**src/rtl/sram_mem_initiator.sv**
```systemverilog
// sram_mem_initiator: bridges a valid/ready native memory bus onto a byte-write SRAM port.
// Rev 1.0 - initial release.
`default_nettype none

module sram_mem_initiator #(
  parameter int                    NB_COL     = 4,
  parameter int                    COL_WIDTH  = 8,
  parameter int                    RAM_DEPTH  = 8192,
  parameter int                    ADDR_WIDTH = 32,
  parameter logic [ADDR_WIDTH-1:0] BASE_ADDR  = 32'h0000_0000
) (
  input  logic                                  clka,
  input  logic                                  rsta,
  input  logic                                  mem_valid,
  input  logic [ADDR_WIDTH-1:0]                 mem_addr,
  input  logic [NB_COL*COL_WIDTH-1:0]           mem_wdata,
  input  logic [NB_COL-1:0]                     mem_wstrb,
  output logic                                  mem_ready,
  output logic [NB_COL*COL_WIDTH-1:0]           mem_rdata,
  output logic                                  mem_err,
  output logic [clogb2(RAM_DEPTH-1)-1:0]        sram_addra,
  output logic [NB_COL*COL_WIDTH-1:0]           sram_dina,
  output logic [NB_COL-1:0]                     sram_wea,
  output logic                                  sram_ena,
  input  logic [NB_COL*COL_WIDTH-1:0]           sram_douta
);

  function automatic int clogb2(input int depth);
    int d;
    int n;
    d = depth;
    for (n = 0; d > 0; n++) d = d >> 1;
    return n;
  endfunction

  localparam int                  AW        = clogb2(RAM_DEPTH - 1);
  localparam int                  DW        = NB_COL * COL_WIDTH;
  localparam int                  LB        = $clog2(NB_COL);
  localparam logic [ADDR_WIDTH:0] WIN_BYTES = (ADDR_WIDTH + 1)'(RAM_DEPTH * NB_COL);

  typedef enum logic [1:0] {
    IDLE    = 2'd0,
    ACCESS  = 2'd1,
    RD_WAIT = 2'd2,
    RESP    = 2'd3
  } state_t;

  state_t          state_q;
  logic            ready_q;
  logic            err_q;
  logic [DW-1:0]   rdata_q;
  logic [AW-1:0]   addra_q;
  logic [DW-1:0]   dina_q;
  logic [NB_COL-1:0] wea_q;
  logic            ena_q;

  // One extra bit so an address below BASE_ADDR cannot wrap into the window.
  logic [ADDR_WIDTH:0] off;
  logic                in_range;
  logic [AW-1:0]       word_addr;

  assign off       = {1'b0, mem_addr} - {1'b0, BASE_ADDR};
  assign in_range  = (mem_addr >= BASE_ADDR) && (off < WIN_BYTES);
  assign word_addr = AW'(off >> LB);

  always_ff @(posedge clka or posedge rsta) begin
    if (rsta) begin
      state_q <= IDLE;
      ready_q <= 1'b0;
      err_q   <= 1'b0;
      rdata_q <= '0;
      addra_q <= '0;
      dina_q  <= '0;
      wea_q   <= '0;
      ena_q   <= 1'b0;
    end else begin
      case (state_q)
        IDLE: begin
          if (mem_valid) begin
            if (in_range) begin
              ena_q   <= 1'b1;
              addra_q <= word_addr;
              dina_q  <= mem_wdata;
              wea_q   <= mem_wstrb;
              state_q <= ACCESS;
            end else begin
              err_q   <= 1'b1;
              rdata_q <= '0;
              ready_q <= 1'b1;
              state_q <= RESP;
            end
          end
        end
        ACCESS: begin
          ena_q <= 1'b0;
          wea_q <= '0;
          if (|wea_q) begin
            rdata_q <= '0;
            err_q   <= 1'b0;
            ready_q <= 1'b1;
            state_q <= RESP;
          end else begin
            state_q <= RD_WAIT;
          end
        end
        RD_WAIT: begin
          // douta is only valid for this one edge; the SRAM clears it next.
          rdata_q <= sram_douta;
          err_q   <= 1'b0;
          ready_q <= 1'b1;
          state_q <= RESP;
        end
        RESP: begin
          ready_q <= 1'b0;
          err_q   <= 1'b0;
          state_q <= IDLE;
        end
        default: state_q <= IDLE;
      endcase
    end
  end

  assign mem_ready  = ready_q;
  assign mem_err    = err_q;
  assign mem_rdata  = rdata_q;
  assign sram_addra = addra_q;
  assign sram_dina  = dina_q;
  assign sram_wea   = wea_q;
  assign sram_ena   = ena_q;

endmodule

`default_nettype wire

```
**config.mk**
```make
export PLATFORM = sky130hd
export DESIGN_NAME = sram_mem_initiator
export DESIGN_NICKNAME = d
export VERILOG_FILES = /design/src/rtl/sram_mem_initiator.sv
export SDC_FILE = /design/constraint.sdc
export NUM_CORES = 1
export LEC_CHECK = 0
export ABC_AREA = 1
export BUFFER_PORTS_ARGS = -buffer_cell sky130_fd_sc_hd__buf_2
export CORE_UTILIZATION = 50
export DETAILED_ROUTE_END_ITERATION = 8
export PLACE_DENSITY = 0.89
export SLEW_MARGIN = 10
export SYNTH_ARGS = -nofsm -noshare
export SYNTH_HDL_FRONTEND = slang
export SYNTH_SLANG_ARGS = --single-unit
```
**constraint.sdc**
```tcl
create_clock -name clka -period 4.15 [get_ports clka]
set_input_delay 0.2075 -clock clka [delete_from_list [all_inputs] [get_ports clka]]
set_output_delay 0.2075 -clock clka [all_outputs]
set_load 0.02 [all_outputs]
```
==> reports/results.ini <==
[setup_path]
crit_path_max_fanout = 42
startpoint = state_q[0]$_DFFE_PP0P_
cp.required_ps = 4370
critPathKind = reg -> reg
start_kind = flip-flop
worstSetupEndpointType = flip-flop
worstPathArrival_ps = 2850
r2r-start = state_q[0]$_DFFE_PP0P_
reg2reg_depth = 8

[global_routing]
grt_first_pass_wirelength_mm = 15.9
grt_use_total_pct = 24.3
grt-ovfl-total = 0
grt_pass1_vias = 3487
grt_antenna_before_repair = 0
grt_max_degree = 47

[yosys]
synth_fp_nets = 593
synth_top_family_by_area = simple AND/OR/NAND/NOR gates
yosys.area_share.xor_xnor_pct = 0
synth_simple_gate_area_share_pct = 34.4
synth-seq-cells = 86
synth_top_cell_area_share_pct = 55.7
yosysSeqAreaShare_pct = 55.7
synthMuxAreaShare_pct = 0
synth_cell_types = 20
yosysTopAreaCell = dfrtp_1
synth_area_leaders = dfrtp_1 (56%), nand2_1 (25%), nand4_1 (6.0%)
synth_compound_area_share_pct = 0.777
avgSynthCellArea_um2 = 7.97
syn_inst = 485
yosys_warnings = 0
syn_area_mm2 = 0.00386
yosys.area_share.adder_pct = 1.62

[floorplan]
initial_core_util_pct = 52.4
core_mm2 = 0.00737
dieArea_mm2 = 0.00809
rows = 31
die_height_um = 89.9
die_w_um = 89.9
pin_count = 187

[clocking]
numCtsBuffers = 9
h-tree-depth = 3
clkLatencyLatePin_ps = 340
clkTransAtPathRegs_ps = 90
cts_buffer_depth = 2
cts_tree = yes
numClockSinks = 86
post_cts_buffers = 0
root_buffer = clkbuf_8

[timing]
skew_ps = 8.46
slew_violations = 0
setup_violations = 0
fmax_mhz = 379
max-slew-margin-rel_pct = 27.6
layout_min_cycle_time_ps = 2640
hold_viol = 0
worstMarginPinSlew_ps = 1090
period_share_pct = 63.5
fin_tns_setup_ps = 0
holdWs_ps = 65.1
rsz0062_at_grt = no

[layout]
mostFrequentLayoutCell = nand2_1
fin_area_mm2 = 0.00503
antenna_cells = 0
mostFrequentLayoutCells = nand2_1 (254), buf_2 (184), dfrtp_1 (86)
drive_gt1_share_pct = 31.6
syn_to_final_growth_pct = 30.1
final_util_pct = 68.3
layout.nets = 768

[detailed_routing]
ant_nets = 0
drt_pre_antenna_iters = 4
routedWlPerCell_um = 12.2
drtIter0Drc = 182
drc = 0
vias = 3690
via_per_inst = 4.83
wl_mm = 9.34

[placement]
dp_hpwl_mm = 6.64
gp_congestion = 0.805
portBuffers = 184
placedInstanceArea_mm2 = 0.00482

[run_status]
status = finished, final reports clean

[power_and_ir_drop]
peakVddDrop_v = 0.000347
power.leakage_nw = 3.34
powerDensity_mw_per_mm2 = 567

[min_path]
hold_start = mem_wdata[8]
hp-class = in -> reg
min_path_cells = 3

[flow_run]
drv_cap = 0

==> what timing repair did <==
item,4_1_cts,5_1_grt
resized for setup,0,0
hold buffers,1,0
setup endpoints to repair,0,0
hold endpoints to repair,42,0
==> cells in the mapped netlist, drive strengths merged <==
| master | instances |
|---|---|
| a21oi | 3 |
| buf | 16 |
| clkbuf | 8 |
| dfrtp | 86 |
| ha | 5 |
| inv | 47 |
| nand2 | 254 |
| nand3 | 5 |
| nand4 | 38 |
| nor2 | 19 |
| nor3 | 1 |
| o21ai | 3 |
==> flip-flops by register name, indices dropped and copies added, names as in the netlist <==
register	flops
sram_ena	1
mem_err	1
sram_addra	13
sram_wea	4
mem_ready	1
mem_rdata	32
state_q	2
sram_dina	32
==> layout make-up <==
| type | instances | area (µm²) |
|---|---|---|
| inverters | 47 | 178 |
| multi-input cells | 328 | 1420 |
| flip-flops and latches | 86 | 2150 |
| repair buffers | 188 | 953 |
| well taps | 99 | 124 |
| clock buffers | 11 | 141 |
| clock inverters | 5 | 58.8 |
| fillers | 611 | 2340 |
==> logic make-up (layout without fill, tap and decap cells) <==
logic type,count (synthesis),after routing
AND/OR/NAND/NOR,317,317
flip-flops,86,86
buffers and inverters,71,251
AO/OA/AOI/OAI,6,6
adder cells (fa/ha/maj),5,5
==> through the flow <==
stage	std cells	power (mW)	setup slack, ps
floorplan	485	1.93	1720
global placement	747	2.25	1600
detailed placement	747	2.29	1530
CTS	764	2.88	1520
global route	764	3.06	1260
finish	764	2.85	1510
==> worst max-delay path, stage by stage, from the launching register on <==
cell and delay, ps:
dfrtp_1 430, inv_1 110, ha_1 270, inv_1 100, nor2_1 80, inv_2 520, nand3_2 700, nand2_1 230
nand2_1 80
==> path summary, 6_finish.rpt <==
kind	endpoint	slack, ps
max in group asynchronous	sram_dina[23]$_DFFE_PP0P_	2620
setup / recovery	mem_rdata[21]$_DFFE_PP0P_	1510
hold reg to reg	sram_dina[25]$_DFFE_PP0P_	470
setup reg to reg	mem_rdata[21]$_DFFE_PP0P_	1510
min in group asynchronous	sram_dina[16]$_DFFE_PP0P_	520
hold / removal	sram_dina[8]$_DFFE_PP0P_	70
==> metal layers <==
metal / track usage [%] / vias to the layer above / wire length, µm
li1: - / 1837 / -
met1: 31.0 / 1679 / 4020
met2: 42.8 / 167 / 4640
met3: 4.48 / 7 / 616
met4: 5.91 / 0 / 57
met5: 0 / - / 0
==> power by group <==
| group | switching [mW] | internal [mW] |
|---|---|---|
| registers | 0.111 | 1.02 |
| clock network | 0.288 | 0.295 |
| logic | 0.780 | 0.356 |
| total | 1.18 | 1.67 |
Note: power is estimated with default switching activity, not from simulation.
